## src/rtl/sat_penetration_scan.sv

```systemverilog
// Separating-axis penetration search: for each face of A, find B's support vertex
// sequentially, evaluate the saturated penetration and keep the greatest one.
module sat_penetration_scan #(
    parameter int NV         = 4,
    parameter int CW         = 19,
    parameter int NW         = 10,
    parameter int FRAC       = 8,
    parameter int EARLY_EXIT = 0,
    localparam int IW        = (NV > 2) ? $clog2(NV) : 1
) (
    input  logic                 clk,
    input  logic                 rst_n,
    input  logic                 start,
    input  logic [NV*CW-1:0]     a_x,
    input  logic [NV*CW-1:0]     a_y,
    input  logic [NV*CW-1:0]     b_x,
    input  logic [NV*CW-1:0]     b_y,
    input  logic [CW-1:0]        bpos_x,
    input  logic [CW-1:0]        bpos_y,
    input  logic [NV*NW-1:0]     n_x,
    input  logic [NV*NW-1:0]     n_y,
    output logic                 busy,
    output logic                 done,
    output logic [CW-1:0]        best_pen,
    output logic [NW-1:0]        best_nx,
    output logic [NW-1:0]        best_ny,
    output logic [IW-1:0]        best_idx,
    output logic [IW-1:0]        best_vidx,
    output logic                 separated
);

    localparam int SW = CW + NW + 3;
    localparam logic [IW-1:0]        LAST    = IW'(NV - 1);
    localparam logic signed [CW-1:0] PEN_MIN = {1'b1, {(CW-1){1'b0}}};
    localparam logic signed [CW-1:0] PEN_MAX = {1'b0, {(CW-1){1'b1}}};

    typedef enum logic [1:0] {IDLE, SUPPORT, EVAL, DONE} state_t;

    state_t state_q, state_d;

    logic [NV*CW-1:0]        a_x_q, a_y_q, b_x_q, b_y_q;
    logic signed [CW-1:0]    bpos_x_q, bpos_y_q;
    logic [NV*NW-1:0]        n_x_q, n_y_q;
    logic                    capture_en;

    logic [IW-1:0]           f_q, f_d, j_q, j_d;
    logic signed [CW:0]      sup_wx_q, sup_wx_d, sup_wy_q, sup_wy_d;
    logic signed [SW-1:0]    sup_s_q, sup_s_d;
    logic [IW-1:0]           sup_j_q, sup_j_d;

    logic signed [CW-1:0]    best_pen_q, best_pen_d;
    logic signed [NW-1:0]    best_nx_q, best_nx_d, best_ny_q, best_ny_d;
    logic [IW-1:0]           best_idx_q, best_idx_d, best_vidx_q, best_vidx_d;
    logic                    sep_q, sep_d;

    // Operand selection from the captured polygon data.
    logic signed [CW-1:0]    ax_sel, ay_sel, bx_sel, by_sel;
    logic signed [NW-1:0]    nx_sel, ny_sel;

    assign ax_sel = a_x_q[int'(f_q)*CW +: CW];
    assign ay_sel = a_y_q[int'(f_q)*CW +: CW];
    assign bx_sel = b_x_q[int'(j_q)*CW +: CW];
    assign by_sel = b_y_q[int'(j_q)*CW +: CW];
    assign nx_sel = n_x_q[int'(f_q)*NW +: NW];
    assign ny_sel = n_y_q[int'(f_q)*NW +: NW];

    // Support step: world vertex and its score against the negated normal.
    logic signed [CW:0]      wx_c, wy_c;
    logic signed [SW-1:0]    s_c;

    assign wx_c = {bx_sel[CW-1], bx_sel} + {bpos_x_q[CW-1], bpos_x_q};
    assign wy_c = {by_sel[CW-1], by_sel} + {bpos_y_q[CW-1], bpos_y_q};
    assign s_c  = -((SW'(wx_c) * SW'(nx_sel)) + (SW'(wy_c) * SW'(ny_sel)));

    // Evaluation step: signed distance of the support point, rescaled and clamped.
    logic signed [CW+1:0]    dx_c, dy_c;
    logic signed [SW-1:0]    d_c, pf_c;
    logic [SW-CW:0]          pf_top;
    logic signed [CW-1:0]    p_c;

    assign dx_c   = (CW+2)'(sup_wx_q) - (CW+2)'(ax_sel);
    assign dy_c   = (CW+2)'(sup_wy_q) - (CW+2)'(ay_sel);
    assign d_c    = (SW'(dx_c) * SW'(nx_sel)) + (SW'(dy_c) * SW'(ny_sel));
    assign pf_c   = d_c >>> FRAC;
    assign pf_top = pf_c[SW-1:CW-1];

    always_comb begin
        p_c = pf_c[CW-1:0];
        if (!((&pf_top) || !(|pf_top))) begin
            p_c = pf_c[SW-1] ? PEN_MIN : PEN_MAX;
        end
    end

    // NOTE: every always_comb output gets a default first, so no path can infer a latch.
    always_comb begin
        state_d     = state_q;
        capture_en  = 1'b0;
        f_d         = f_q;
        j_d         = j_q;
        sup_wx_d    = sup_wx_q;
        sup_wy_d    = sup_wy_q;
        sup_s_d     = sup_s_q;
        sup_j_d     = sup_j_q;
        best_pen_d  = best_pen_q;
        best_nx_d   = best_nx_q;
        best_ny_d   = best_ny_q;
        best_idx_d  = best_idx_q;
        best_vidx_d = best_vidx_q;
        sep_d       = sep_q;

        case (state_q)
            IDLE, DONE: begin
                state_d = IDLE;
                if (start) begin
                    capture_en  = 1'b1;
                    state_d     = SUPPORT;
                    f_d         = '0;
                    j_d         = '0;
                    best_pen_d  = PEN_MIN;
                    best_nx_d   = '0;
                    best_ny_d   = '0;
                    best_idx_d  = '0;
                    best_vidx_d = '0;
                    sep_d       = 1'b0;
                end
            end
            SUPPORT: begin
                if ((j_q == '0) || (s_c > sup_s_q)) begin
                    sup_wx_d = wx_c;
                    sup_wy_d = wy_c;
                    sup_s_d  = s_c;
                    sup_j_d  = j_q;
                end
                if (j_q == LAST) begin
                    state_d = EVAL;
                end else begin
                    j_d = j_q + IW'(1);
                end
            end
            EVAL: begin
                if (p_c > best_pen_q) begin
                    best_pen_d  = p_c;
                    best_nx_d   = nx_sel;
                    best_ny_d   = ny_sel;
                    best_idx_d  = f_q;
                    best_vidx_d = sup_j_q;
                end
                if ((f_q == LAST) || ((EARLY_EXIT != 0) && !p_c[CW-1])) begin
                    state_d = DONE;
                    sep_d   = !best_pen_d[CW-1];
                end else begin
                    state_d = SUPPORT;
                    f_d     = f_q + IW'(1);
                    j_d     = '0;
                end
            end
            default: state_d = IDLE;
        endcase
    end

    // NOTE: sequential state uses non-blocking assignments so all registers update together.
    always_ff @(posedge clk) begin
        if (!rst_n) begin
            state_q     <= IDLE;
            best_pen_q  <= PEN_MIN;
            best_nx_q   <= '0;
            best_ny_q   <= '0;
            best_idx_q  <= '0;
            best_vidx_q <= '0;
            sep_q       <= 1'b0;
        end else begin
            state_q     <= state_d;
            best_pen_q  <= best_pen_d;
            best_nx_q   <= best_nx_d;
            best_ny_q   <= best_ny_d;
            best_idx_q  <= best_idx_d;
            best_vidx_q <= best_vidx_d;
            sep_q       <= sep_d;
        end
    end

    // NOTE: datapath registers carry no reset; they are always written before being read.
    always_ff @(posedge clk) begin
        if (capture_en) begin
            a_x_q    <= a_x;
            a_y_q    <= a_y;
            b_x_q    <= b_x;
            b_y_q    <= b_y;
            bpos_x_q <= bpos_x;
            bpos_y_q <= bpos_y;
            n_x_q    <= n_x;
            n_y_q    <= n_y;
        end
        f_q      <= f_d;
        j_q      <= j_d;
        sup_wx_q <= sup_wx_d;
        sup_wy_q <= sup_wy_d;
        sup_s_q  <= sup_s_d;
        sup_j_q  <= sup_j_d;
    end

    assign busy      = (state_q == SUPPORT) || (state_q == EVAL);
    assign done      = (state_q == DONE);
    assign best_pen  = best_pen_q;
    assign best_nx   = best_nx_q;
    assign best_ny   = best_ny_q;
    assign best_idx  = best_idx_q;
    assign best_vidx = best_vidx_q;
    assign separated = sep_q;

endmodule

```

## config.mk

```make
export PLATFORM = sky130hd
export DESIGN_NAME = sat_penetration_scan
export DESIGN_NICKNAME = d
export VERILOG_FILES = /design/src/rtl/sat_penetration_scan.sv
export SDC_FILE = /design/constraint.sdc
export NUM_CORES = 2
export LEC_CHECK = 0
export ABC_CLOCK_PERIOD_IN_PS = 32299
export CORE_AREA = 2 2 369 371
export CTS_BUF_LIST = sky130_fd_sc_hd__clkbuf_8
export CTS_CLUSTER_SIZE = 16
export DETAILED_ROUTE_END_ITERATION = 6
export DIE_AREA = 0 0 371 373
export SETUP_SLACK_MARGIN = 0.05
export SLEW_MARGIN = 5
export SYNTH_ARGS = -nofsm -noshare
export SYNTH_HDL_FRONTEND = slang
export SYNTH_SLANG_ARGS = --single-unit
```

## constraint.sdc

```tcl
create_clock -name clk -period 32.3 [get_ports clk]
set_input_delay 4.845 -clock clk [delete_from_list [all_inputs] [get_ports clk]]
set_output_delay 4.845 -clock clk [all_outputs]
set_load 0.05 [all_outputs]
```

==> results.cfg <==
[timing]
slew_headroom_pct = 1.370
setup_viol = 0
period_needed_ns = 15.05
setup_tns_ns = 0
rsz0062_at_grt = false
drv_slew = 0
tightest_slew_ns = 1.469
hold_viol = 0
fmax_mhz = 66.42
period_share_pct = 46.61
fin_skew_ns = 0.04977

[logic_synthesis]
ys_warn_count = 0
async_flop_share_pct = 0
syn_nets = 6390
synth_area_um2 = 53310
dominantRegCellSynth = edfxtp_1
avgSynthCellArea_um2 = 11.25
synth_cell_types = 75
synth-edff-count = 500
yosys-top-cells-count = 925 x inv_1, 833 x fa_1, 500 x edfxtp_1, 473 x nor2_1, 399 x nand2_1
seq_area_frac_synth_pct = 29.89
synth-seq-cells = 546
synth_top_area_share_pct = 31.28
synth_area_leader_cell = fa_1
yosysMostFrequentCell = inv_1
ys_top_cells_by_area = fa_1 31%, edfxtp_1 28%, ha_1 9.2%
syn_inst = 4738

[clock_network]
post_cts_buffers = 0
cts_made_buffers = 92
insertion_delay_ns = 0.80
postCtsHoldBufs = 0
cts_sinks = 546
clk_path_buf_depth = 3
clkTransAtPathRegs_ns = 0.07
h-tree-depth = 3
cts_root_buffer = clkbuf_8
postCtsResizedCells = 0
cts_tree = done

[routing]
drt_first_pass_iters = 6
vias_per_cell = 5.134
routed_wl_um = 155300
vias = 36360
drt_iter0_markers = 2787
drc_errors = 0
ant_nets = 0
wl_per_cell_um = 21.93

[global_route]
antenna_found_initial = 8
grt_pass1_vias = 39090
grt.overflow.total = 0
grt_pass1_wl_um = 237600
grt_max_degree = 90
track_usage_pct = 22.95

[run]
drv_cap = 1

[setup_path]
crit_fanout = 80
worstSetupStartpointType = flop
cp-end-kind = flop
cp_common_cell = fa_1
crit_slowest_cell = o211a_1
reg2reg_depth = 47
critPathRequiredTime_ns = 33.01
crit_arrival_ns = 15.76
cpPeakStageDelay_ns = 1.00
crit_type = reg -> reg

[place]
portBuffers = 470
dp_hpwl_um = 126100
gp_routability_congestion = 0.9405

[die]
dieHeight_um = 373
dieArea_um2 = 138400
start_util_pct = 39.60
core_um2 = 134600
rows = 135
die_x_um = 371
io_pins = 471

[outcome]
violations = max-capacitance violations
status = complete, but fails checks

[worst_hold_path]
hold_depth = 1
min-delay-path-class = reg -> reg

[layout]
layout-drive-gt1-share_pct = 6.397
area_delta_synth_final_pct = 16.42
finalNetCount = 6878
fillers = 12420
## worst max-delay path: cells and delay by family, from the launching register on
kind            cells  cell delay, ns
xor+xnor            1            0.88
compound gates     20            5.81
buf+inv             6            0.97
mux                 1            0.58
flops               1            0.38
simple gates        9            1.78
fa+ha+maj          10            4.50
## kinds of logic after synthesis
kind of cell / after synthesis / share of synthesized area, %
flops: 546 / 29.89
buf+inv: 1075 / 7.619
simple gates: 1187 / 9.780
mux: 117 / 4.089
xor+xnor: 143 / 2.349
compound gates: 443 / 5.741
fa+ha+maj: 1227 / 40.53
## through the flow
| step | hold WS, ns | instances | cell area (µm²) | setup WS [ns] | util, % |
|---|---|---|---|---|---|
| after CTS | 0.4925 | 7080 | 62060 | 17.39 | 46.10 |
| after global routing | 0.5064 | 7081 | 62060 | 16.35 | 46.10 |
| after detailed placement | 0.4841 | 6913 | 60320 | 17.46 | 44.81 |
| after floorplan | 0.4550 | 4738 | 53310 | 15.10 | - |
| final | 0.4914 | 7082 | 62060 | 17.25 | 46.10 |
| after global placement | 0.4803 | 6913 | 60320 | 17.65 | 44.81 |
## final timing paths
kind | slack, ns | from | end
hold reg to reg | 0.49 | best_pen[7] | best_pen[7]
setup reg to reg | 17.25 | f_q[0] | best_pen[11]
setup / recovery | 17.25 | f_q[0] | best_pen[11]
hold / removal | 0.49 | best_pen[7] | best_pen[7]
## placed cells by master, fill, tap and decap left out, drive strengths merged, types with 37 or more instances in the layout
cell / instances
a21o: 60
a21oi: 114
and2: 56
buf: 72
clkbuf: 93
clkdlybuf4s50: 470
dfxtp: 46
edfxtp: 500
fa: 833
ha: 394
inv: 959
mux4: 79
nand2: 399
nor2: 473
nor2b: 61
nor3: 41
o21a: 37
o21ai: 61
xnor2: 91
xor2: 52
## cell type report
| type | instances | area (µm²) | area share [%] |
|---|---|---|---|
| inverters | 927 | 3480 | 5.607 |
| well taps | 1781 | 2228 | 3.591 |
| clock inverters | 74 | 455.4 | 0.7338 |
| clock buffers | 93 | 1280 | 2.062 |
| diodes | 2 | 5.005 | 0.008064 |
| multi-input cells | 3117 | 33420 | 53.85 |
| flip-flops and latches | 546 | 15940 | 25.68 |
| repair buffers | 542 | 5258 | 8.471 |
## per-layer routing
layer / up-vias / global-route usage [%] / share of wire, %
met5: - / 0 / 0.017
met2: 1469 / 36.44 / 46
met4: 4 / 7.807 / 3.4
met3: 218 / 5.783 / 9.5
met1: 18430 / 30.55 / 41
li1: 16240 / - / -
## flip-flops by register name, summed over array words and instances (netlist names), 2 cells and up
| signal | flops |
|---|---|
| a_x_q | 76 |
| a_y_q | 76 |
| b_x_q | 76 |
| b_y_q | 76 |
| best_idx | 2 |
| best_nx | 10 |
| best_ny | 10 |
| best_pen | 19 |
| best_vidx | 2 |
| bpos_x_q | 19 |
| bpos_y_q | 19 |
| f_q | 2 |
| j_q | 2 |
| n_x_q | 40 |
| n_y_q | 40 |
| state_q | 2 |
| sup_j_q | 2 |
| sup_s_q | 32 |
| sup_wx_q | 20 |
| sup_wy_q | 20 |
Power is not shown: default switching activity piles up to over one toggle a cycle in this logic, so the estimate is an artifact.
